$ cat src/rtl/long_op_scoreboard.sv
// Pending-write scoreboard for long-latency operations that complete out of order.
// It produces the ID-stage hold (RAW, WAW and capacity) and tracks the outstanding-operation count.
module long_op_scoreboard #(
    parameter int unsigned NREG    = 32,
    parameter int unsigned MAX_OUT = 4,
    parameter int unsigned CW      = $clog2(MAX_OUT + 1)
) (
    input  logic            clk,
    input  logic            rst,
    input  logic            id_valid,
    input  logic            id_use_rs1,
    input  logic            id_use_rs2,
    input  logic [4:0]      id_rs1,
    input  logic [4:0]      id_rs2,
    input  logic            id_wb_we,
    input  logic [4:0]      id_rd,
    input  logic            id_long,
    input  logic            flush,
    input  logic            cpl_valid,
    input  logic [4:0]      cpl_rd,
    output logic            stall,
    output logic            issue,
    output logic [NREG-1:0] pending,
    output logic [CW-1:0]   out_cnt,
    output logic            idle,
    output logic            err_cpl
);

    localparam logic [NREG-1:0] X0_MASK = ~NREG'(1);

    logic [NREG-1:0] pending_q;
    logic [NREG-1:0] pending_d;
    logic [NREG-1:0] set_vec;
    logic [NREG-1:0] clr_vec;
    logic [CW-1:0]   cnt_q;
    logic [CW-1:0]   cnt_d;
    logic            idle_q;
    logic            err_q;

    logic            rd_ok;
    logic            raw;
    logic            waw;
    logic            full;
    logic            hazard;
    logic            reserve;
    logic            cpl_hit;
    logic            cpl_bad;

    // ID-stage hazard detection against the registered scoreboard only
    always_comb begin
        rd_ok  = id_wb_we && (id_rd != 5'd0);
        raw    = (id_use_rs1 && pending_q[id_rs1]) || (id_use_rs2 && pending_q[id_rs2]);
        waw    = rd_ok && pending_q[id_rd];
        full   = id_long && rd_ok && (cnt_q == CW'(MAX_OUT));
        hazard = raw || waw || full;
        stall  = id_valid && !flush && hazard;
        issue  = id_valid && !flush && !hazard;
    end

    // Reservation on issue, release on a completion that matches a pending register
    always_comb begin
        reserve = issue && id_long && rd_ok;
        cpl_hit = cpl_valid && (cpl_rd != 5'd0) && pending_q[cpl_rd];
        cpl_bad = cpl_valid && !cpl_hit;

        set_vec = '0;
        clr_vec = '0;
        if (reserve) begin
            set_vec = (NREG'(1) << id_rd) & X0_MASK;
        end
        if (cpl_hit) begin
            clr_vec = NREG'(1) << cpl_rd;
        end
        pending_d = ((pending_q & ~clr_vec) | set_vec) & X0_MASK;
    end

    // A simultaneous issue and completion leaves the count unchanged
    always_comb begin
        cnt_d = cnt_q;
        if (reserve && !cpl_hit) begin
            cnt_d = cnt_q + CW'(1);
        end else if (!reserve && cpl_hit) begin
            cnt_d = cnt_q - CW'(1);
        end
    end

    always_ff @(posedge clk) begin
        if (rst) begin
            pending_q <= '0;
            cnt_q     <= '0;
            idle_q    <= 1'b1;
            err_q     <= 1'b0;
        end else begin
            pending_q <= pending_d;
            cnt_q     <= cnt_d;
            idle_q    <= (cnt_d == '0);
            if (cpl_bad) begin
                err_q <= 1'b1;
            end
        end
    end

    assign pending = pending_q;
    assign out_cnt = cnt_q;
    assign idle    = idle_q;
    assign err_cpl = err_q;

endmodule

$ cat config.mk
export PLATFORM = sky130hd
export DESIGN_NAME = long_op_scoreboard
export DESIGN_NICKNAME = d
export VERILOG_FILES = /design/src/rtl/long_op_scoreboard.sv
export SDC_FILE = /design/constraint.sdc
export NUM_CORES = 1
export LEC_CHECK = 0
export CORE_MARGIN = 3
export CORE_UTILIZATION = 40
export CTS_CLUSTER_SIZE = 10
export DETAILED_ROUTE_END_ITERATION = 16
export PLACE_DENSITY = 0.77
export SLEW_MARGIN = 20
export SYNTH_ARGS = -nofsm -noshare
export SYNTH_HDL_FRONTEND = slang
export SYNTH_SLANG_ARGS = --single-unit
$ cat constraint.sdc
create_clock -name clk -period 5.8 [get_ports clk]
set_clock_uncertainty 0.2 [all_clocks]
set_input_delay 1.16 -clock clk [delete_from_list [all_inputs] [get_ports clk]]
set_output_delay 1.16 -clock clk [all_outputs]
set_load 0.03 [all_outputs]
Yosys cells after proc, flatten, opt, wreduce, memory -nomap -nowiden --
Index checks and enable logic that the tools add are counted.
Operators by class: equal/unequal tests 1, multiplexer cells 12, bitwise gates (word level) 3, shift operators 2, reductions and logical operators 26, add/subtract/negate cells 2, magnitude comparators 4
Operators with widths (count):
- $mux W32 | 2
- $shl A1 B5 Y32 const A | 2
- $and A32 B32 Y32 | 1
- $not A32 Y32 | 1
- $or A32 B32 Y32 | 1
- $lt A5 B6 Y1 const B | 4
- $bmux W1 S5 | 4
- $logic_and A1 B1 Y1 | 16
- $reduce_bool A5 Y1 | 2
- $mux W3 | 2
- $logic_not A1 Y1 | 4
- $mux W1 | 4
- $add A3 B1 Y3 const B | 1
- $eq A3 B3 Y1 const B | 1
- $logic_not A3 Y1 | 1
- $logic_or A1 B1 Y1 | 3
- $sub A3 B1 Y3 const B | 1
Storage, ports and cells: register bits 37, word-level logic and storage cells 55, bits of input ports 29, output and inout port bits 39

Logic depth before layout (Yosys ltp) --
Gate-level depths: netlist (run 1).
depth in word-level cells 15, mapped depth 11, depth with buffers taken out 9

Worst setup path before layout (run 1) --
Ideal clock, no wire load.
path type input-to-output, start in id_rd[0], end out stall, stages 8, setup slack 1.236 ns, path buffers 2, data required time 4.440 ns, data arrival time 3.204 ns, path through buf_2 -> buf_2 -> and2b_1 -> a22oi_1 -> a2111oi_0 -> a311o_1 -> o211ai_1 -> a31oi_1
On the way: word-level cells in the longest chain between the ends 6, elaborated cells between the ends (all ways) 10, those cells by class mux (2); reduce/logical (8)
Ends and longest elaborated chain:
- start: declaration | RTL line 16 | input logic [4:0] id_rd,
- $bmux W1 S5 or $reduce_bool A5 Y1 (tied branches) | RTL line 53, 51
- $mux W1 (implied by the code) or $logic_and A1 B1 Y1 (tied branches) | RTL line 53, 51
- $logic_and A1 B1 Y1 (on tied branches) | RTL line 53, 54
- $logic_or A1 B1 Y1 or $logic_and A1 B1 Y1 (tied branches) | RTL line 55, 54
- $logic_or A1 B1 Y1 (*) | RTL line 55 | hazard = raw || waw || full;
- $logic_and A1 B1 Y1 (*) | RTL line 56 | stall = id_valid && !flush && hazard;
- end: declaration | RTL line 21 | output logic stall,
Mark *: on every way between the ends. The rest lies on a longest branch, timed or not. The select of a mux whose other input is x is not followed.

Worst setup path in the final report (run 1) --
start in id_rd[0], end out issue
On the way: word-level cells in the longest chain between the ends 7, elaborated cells between the ends (all ways) 11, those cells by class mux (2); reduce/logical (9)
Ends and longest elaborated chain:
- $bmux W1 S5 or $reduce_bool A5 Y1 (tied branches) | RTL line 53, 51
- $mux W1 (implied by the code) or $logic_and A1 B1 Y1 (tied branches) | RTL line 53, 51
- $logic_and A1 B1 Y1 (on tied branches) | RTL line 53, 54
- $logic_or A1 B1 Y1 or $logic_and A1 B1 Y1 (tied branches) | RTL line 55, 54
- $logic_or A1 B1 Y1 (*) | RTL line 55
- $logic_not A1 Y1 (*) | RTL line 57 | issue = id_valid && !flush && !hazard;
- $logic_and A1 B1 Y1 (*) | RTL line 57
- end: declaration | RTL line 22 | output logic issue,
Marked as above.

==> results of run 1 <==
==> kinds of logic (layout without fill, tap and decap cells) <==
family,count (synthesis),count (layout),synth area share (%)
multiplexers,41,41,25.9
AO/OA/AOI/OAI,79,79,18.0
adder cells (fa/ha/maj),4,4,1.69
buffers and inverters,34,94,5.58
other,1,1,0.130
XOR/XNOR,3,3,0.909
AND/OR/NAND/NOR,121,121,22.9
flip-flops,36,36,24.9
==> final timing paths <==
path	startpoint	endpoint	slack, ns	cells past startpoint
min reg2reg	err_cpl$_SDFFE_PP0P_	err_cpl$_SDFFE_PP0P_	0.29	2
max	id_rd[0]	issue	0.38	10
max reg2reg	pending[7]$_SDFF_PP0_	idle$_SDFF_PP1_	2.61	8
min	err_cpl$_SDFFE_PP0P_	err_cpl$_SDFFE_PP0P_	0.29	2
==> cells in the final DEF (no fill, tap or decap), types with 8 or more instances in the layout <==
master / n
mux4_2: 20
inv_1: 9
a21oi_1: 23
a22oi_1: 10
o21ai_0: 21
nand3_1: 18
nor2_1: 25
clkdlybuf4s50_1: 66
buf_4: 11
dfxtp_1: 36
mux2i_1: 11
nor2b_1: 8
nand2_1: 31
==> cell type report <==
cell class / count / share of cell area [%]
sequential: 36 / 19.3
timing repair buffer: 77 / 19.9
clock buffer: 7 / 2.58
multi-input combinational: 249 / 53.9
tap: 96 / 3.22
inverter: 10 / 1.01
==> registers in the layout, indices dropped and copies added (netlist names) <==
register	count
out_cnt	3
idle	1
pending	31
err_cpl	1
==> Yosys cell counts, types with 4 or more instances <==
library cell	number	share of area [%]
nor2_1	25	3.2
buf_2	6	1.0
nand2b_1	6	1.3
a21oi_1	23	4.0
nor2b_1	8	1.7
mux2i_1	11	3.8
nor3_1	4	0.69
mux4_1	5	4.5
inv_1	9	1.2
mux4_2	20	16
nand4_1	5	1.1
a32o_1	4	1.4
a22oi_1	10	2.6
clkbuf_1	13	1.7
nand3_1	18	3.1
mux2_2	5	1.9
o21ai_0	21	3.6
nand2_1	31	4.0
dfxtp_1	36	25
==> power groups by stage <==
stage / clock network, mW / logic, mW / registers, mW
3_3_place_gp: 0 / 0.137 / 0.262
2_1_floorplan: 0 / 0.0768 / 0.272
3_5_place_dp: 0 / 0.140 / 0.262
4_1_cts: 0.194 / 0.140 / 0.257
6_report: 0.190 / 0.141 / 0.257
5_1_grt: 0.202 / 0.151 / 0.257
==> critical path, cell delays in order <==
cell and delay (ns):
clkdlybuf4s50_1 0.46, buf_4 0.24, mux4_2 0.53, a22oi_1 0.20, a31oi_1 0.13, a311o_1 0.33
o211ai_1 0.12, nand3_1 0.10, nor2_1 0.11, clkdlybuf4s50_1 0.67
==> metal layers <==
metal / global-route usage (%) / vias up / wire length, um
li1: - / 1338 / -
met1: 29.6 / 1449 / 3610
met2: 37.4 / 232 / 4550
met3: 6.38 / 39 / 1230
met4: 10.9 / 0 / 454
met5: 0 / - / 0
==> flow_metrics.tcl, run 1 <==
set metrics [dict create \
    drv_slew 0 \
    overflow 0 \
    required_ns 4.44 \
    max_freq_mhz 185 \
    wl_per_cell_um 20.7 \
    rows 30 \
    powerDensity_nw_per_um2 158 \
    start_util_pct 41.9 \
    vias 3058 \
    synth_seq_cells 36 \
    utilization_pct 54.0 \
    place_ws_ns 0.379 \
    antennaDiodeCount 0 \
    setup_ws_ns 0.380 \
    holdWs_ns 0.293 \
    dp.cells 468 \
    synth-edff-count 0 \
    insertion_delay_ns 0.29 \
    fin_tns_setup_ns 0 \
    dpl.hpwl_mm 7.40 \
    min_period_over_period_pct 93.4 \
    cp-end-kind "output pin" \
    syn-cell-area_sq_um 2890 \
    hold_class "flip-flop to flip-flop" \
    multi_input_area_sq_um 2010 \
    intPower_mw 0.421 \
    final_cells 475 \
    crit_type "input port to output pin" \
    antenna_left 0 \
    gp_congestion 0.970 \
    dieArea_sq_um 8280 \
    grt_setup_unrepaired "false" \
    tritoncts "built" \
    ys_seq_area_share_pct 24.9 \
    combPwrFrac_pct 24.1 \
    min_period_ns 5.42 \
    p_leak_nw 1.27 \
    hold_buffers 0 \
    start_kind "input port" \
    drc_errors 0 \
    switching_share_pct 28.4 \
    nFillCells 648 \
    ir_drop_v 0.000115 \
    clk_path_buf_depth 2 \
    routed_via_density 6.44 \
    avgSynthCellArea_sq_um 9.06 \
    port_buffers 66 \
    ctsResizeCount 0 \
    setup_viol 0 \
    post_cts_buffers 0 \
    ioPinCount 68 \
    hold_viol 0 \
    syn-num-nets 351 \
    coreArea_sq_um 6910 \
    path_clk_slew_ns 0.06 \
    synth_ff_type "dfxtp_1" \
    async_flop_share_pct 0 \
    cts_inserted_buffers 5 \
    first_iter_violations 397 \
    clkPwrFrac_pct 32.3 \
    status "complete, no violations" \
    synth.distinct_cells 61 \
    cp.arrival_ns 4.06 \
    areaGrowthSynthToFinish_pct 28.9 \
    max_slew_margin_pct 39.6 \
    cap_violations 0 \
    fin_nets 411 \
    cts.sinks 36 \
    fp.dieW_um 91.0 \
    first_pass_iters 7 \
    stdcell_area_sq_um 3730 \
    synth_cells 319 \
    wirelength_mm 9.84 \
    die_h_um 91.0 \
    tightest_slew_ns 0.902 \
    place_area_sq_um 3630 \
    grt_pass1_vias 2951 \
    p_total_mw 0.588 \
    critPathMaxFanout 16 \
    root_buffer "clkbuf_8" \
    grt_max_degree 35 \
    power_switching_mw 0.167 \
    ys_warn_count 0 \
    h-tree-depth 2 \
    antenna_found_initial 0 \
    drive_above_1_share_pct 15.0 \
    seq_area_sq_um 721 \
    seqPwrFrac_pct 43.7 \
    grt_use_total_pct 23.5 \
    grt_pass1_wl_mm 15.6 \
]
Power figures use the tool's default switching activity.
==> inputs of run 2 (changes only) <==
--- a/config.mk
+++ b/config.mk
@@ -5,6 +5,7 @@
 export SDC_FILE = /design/constraint.sdc
 export NUM_CORES = 1
 export LEC_CHECK = 0
+export CAP_MARGIN = 40
 export CORE_MARGIN = 3
 export CORE_UTILIZATION = 40
 export CTS_CLUSTER_SIZE = 10
==> flow_metrics.tcl, run 2 (synthesized netlist as in run 1, its figures left out) <==
set metrics [dict create \
    cp.arrival_ns 4.06 \
    crit_path_frequent_cell "clkdlybuf4s50_1" \
    reg2regPathDepth 8 \
    routed_via_density 6.34 \
    first_iter_violations 405 \
    endpoint "issue" \
    grt_use_total_pct 23.5 \
    dpl.hpwl_mm 7.40 \
    top_layer_used "met4" \
    rows 30 \
    ioPinCount 68 \
    stdcell_area_sq_um 3740 \
    required_ns 4.44 \
    hold_viol 0 \
    grt_setup_unrepaired "false" \
    antenna_found_initial 0 \
    cp-startpoint "id_rd[0]" \
    crit_type "input port to output pin" \
    mostFrequentLayoutCells "clkdlybuf4s50_1 (66), dfxtp_1 (36), nand2_1 (31), nor2_1 (25), a21oi_1 (23)" \
    dieArea_sq_um 8280 \
    drv_slew 0 \
    tritoncts "built" \
    drc_errors 0 \
    min_period_ns 5.42 \
    clk_path_buf_depth 2 \
    max_freq_mhz 185 \
    die_h_um 91.0 \
    dp.cells 468 \
    max_slew_margin_pct 58.9 \
    cap_violations 0 \
    cp-end-kind "output pin" \
    post_cts_buffers 0 \
    critPathMaxFanout 16 \
    fin_nets 412 \
    antenna_left 0 \
    fin_tns_setup_ns 0 \
    cp_cell_sequence "clkdlybuf4s50_1, buf_4, mux4_2, a22oi_1, a31oi_1, a311o_1, o211ai_1, nand3_1, nor2_1, clkdlybuf4s50_1" \
    wl_met2_mm 4.58 \
    place_area_sq_um 3630 \
    wl_per_cell_um 20.8 \
    antennaDiodeCount 0 \
    status "complete, no violations" \
    min_period_over_period_pct 93.4 \
    vias 3020 \
    ir_drop_v 0.000115 \
    drive_above_1_share_pct 15.3 \
    r2r_slack_ns 2.61 \
    critPathBufInv 3 \
    overflow 0 \
    setup_viol 0 \
    slowest_stage "clkdlybuf4s50_1" \
    tightest_slew_ns 0.615 \
    grt_pass1_wl_mm 15.6 \
    met1_length_mm 3.69 \
    final_cells 476 \
    cts.sinks 36 \
    root_buffer "clkbuf_8" \
    start_util_pct 41.9 \
    layout_commonest_cell "clkdlybuf4s50_1" \
    grt_max_degree 35 \
    gp_congestion 0.970 \
    fp.dieW_um 91.0 \
    cp.depth 10 \
    max_stage_delay_ns 0.67 \
    port_buffers 66 \
    wirelength_mm 9.90 \
    ctsResizeCount 0 \
    first_pass_iters 5 \
    powerDensity_nw_per_um2 158 \
    crit_family "buffers and inverters" \
    wl_met3_mm 1.15 \
    h-tree-depth 2 \
    r2r_start "pending[7]$_SDFF_PP0_" \
    coreArea_sq_um 6910 \
    p_leak_nw 1.27 \
    r2r_end "idle$_SDFF_PP1_" \
    largest_register_ffs 31 \
    grt_pass1_vias 2951 \
    areaGrowthSynthToFinish_pct 29.4 \
    insertion_delay_ns 0.29 \
    hold_buffers 0 \
    hold_class "flip-flop to flip-flop" \
    path_clk_slew_ns 0.06 \
    start_kind "input port" \
    cts_inserted_buffers 5 \
]
## run 2: cell types whose count changed in the layout (fill, tap and decap cells not counted)
cell   before  now
buf_8       0    1
## run 2: worst min path at each step
stage	start	to	slack (ns)	cells after the start
floorplan	pending[7]$_SDFF_PP0_	pending[7]$_SDFF_PP0_	0.41	2
global placement	err_cpl$_SDFFE_PP0P_	err_cpl$_SDFFE_PP0P_	0.26	2
detailed placement	err_cpl$_SDFFE_PP0P_	err_cpl$_SDFFE_PP0P_	0.28	2
CTS	err_cpl$_SDFFE_PP0P_	err_cpl$_SDFFE_PP0P_	0.30	2
global route	err_cpl$_SDFFE_PP0P_	err_cpl$_SDFFE_PP0P_	0.32	2
finish	err_cpl$_SDFFE_PP0P_	err_cpl$_SDFFE_PP0P_	0.29	2
## run 2: layout make-up
type | count | area [sq um]
tap | 96 | 120
fill | 646 | 3160
inverter | 10 | 37.5
clock buffer | 7 | 96.3
sequential | 36 | 721
multi-input combinational | 249 | 2010
timing repair buffer | 78 | 758
## run 2: per-layer routing
metal  GRT usage, %  vias to the layer above
li1               -                     1339
met1           29.6                     1417
met5              0                        -
met4           10.9                        0
met3           6.38                       39
met2           37.4                      225
## run 2: where the power goes
part	switching, mW	total (mW)	internal [mW]	leakage [nW]
Clock	0.0850	0.191	0.106	0.0503
Combinational	0.0793	0.143	0.0634	0.934
Sequential	0.00424	0.257	0.253	0.291
## run 2: metrics by stage
step	power (mW)	hold slack, ns	setup WS [ns]	utilization (%)
after floorplan	0.349	0.415	1.24	-
after global placement	0.399	0.259	0.392	52.6
after detailed placement	0.402	0.277	0.379	52.6
after CTS	0.590	0.297	0.359	54.0
after global routing	0.611	0.322	0.206	54.2
final	0.590	0.292	0.380	54.2
## run 2: tightest hold or removal path, delay by kind of cell (launching register included)
kind	cells	cell delay (ns)
DFF	1	0.33
and+or+nand+nor	1	0.08
AOI/OAI and AO/OA	1	0.04
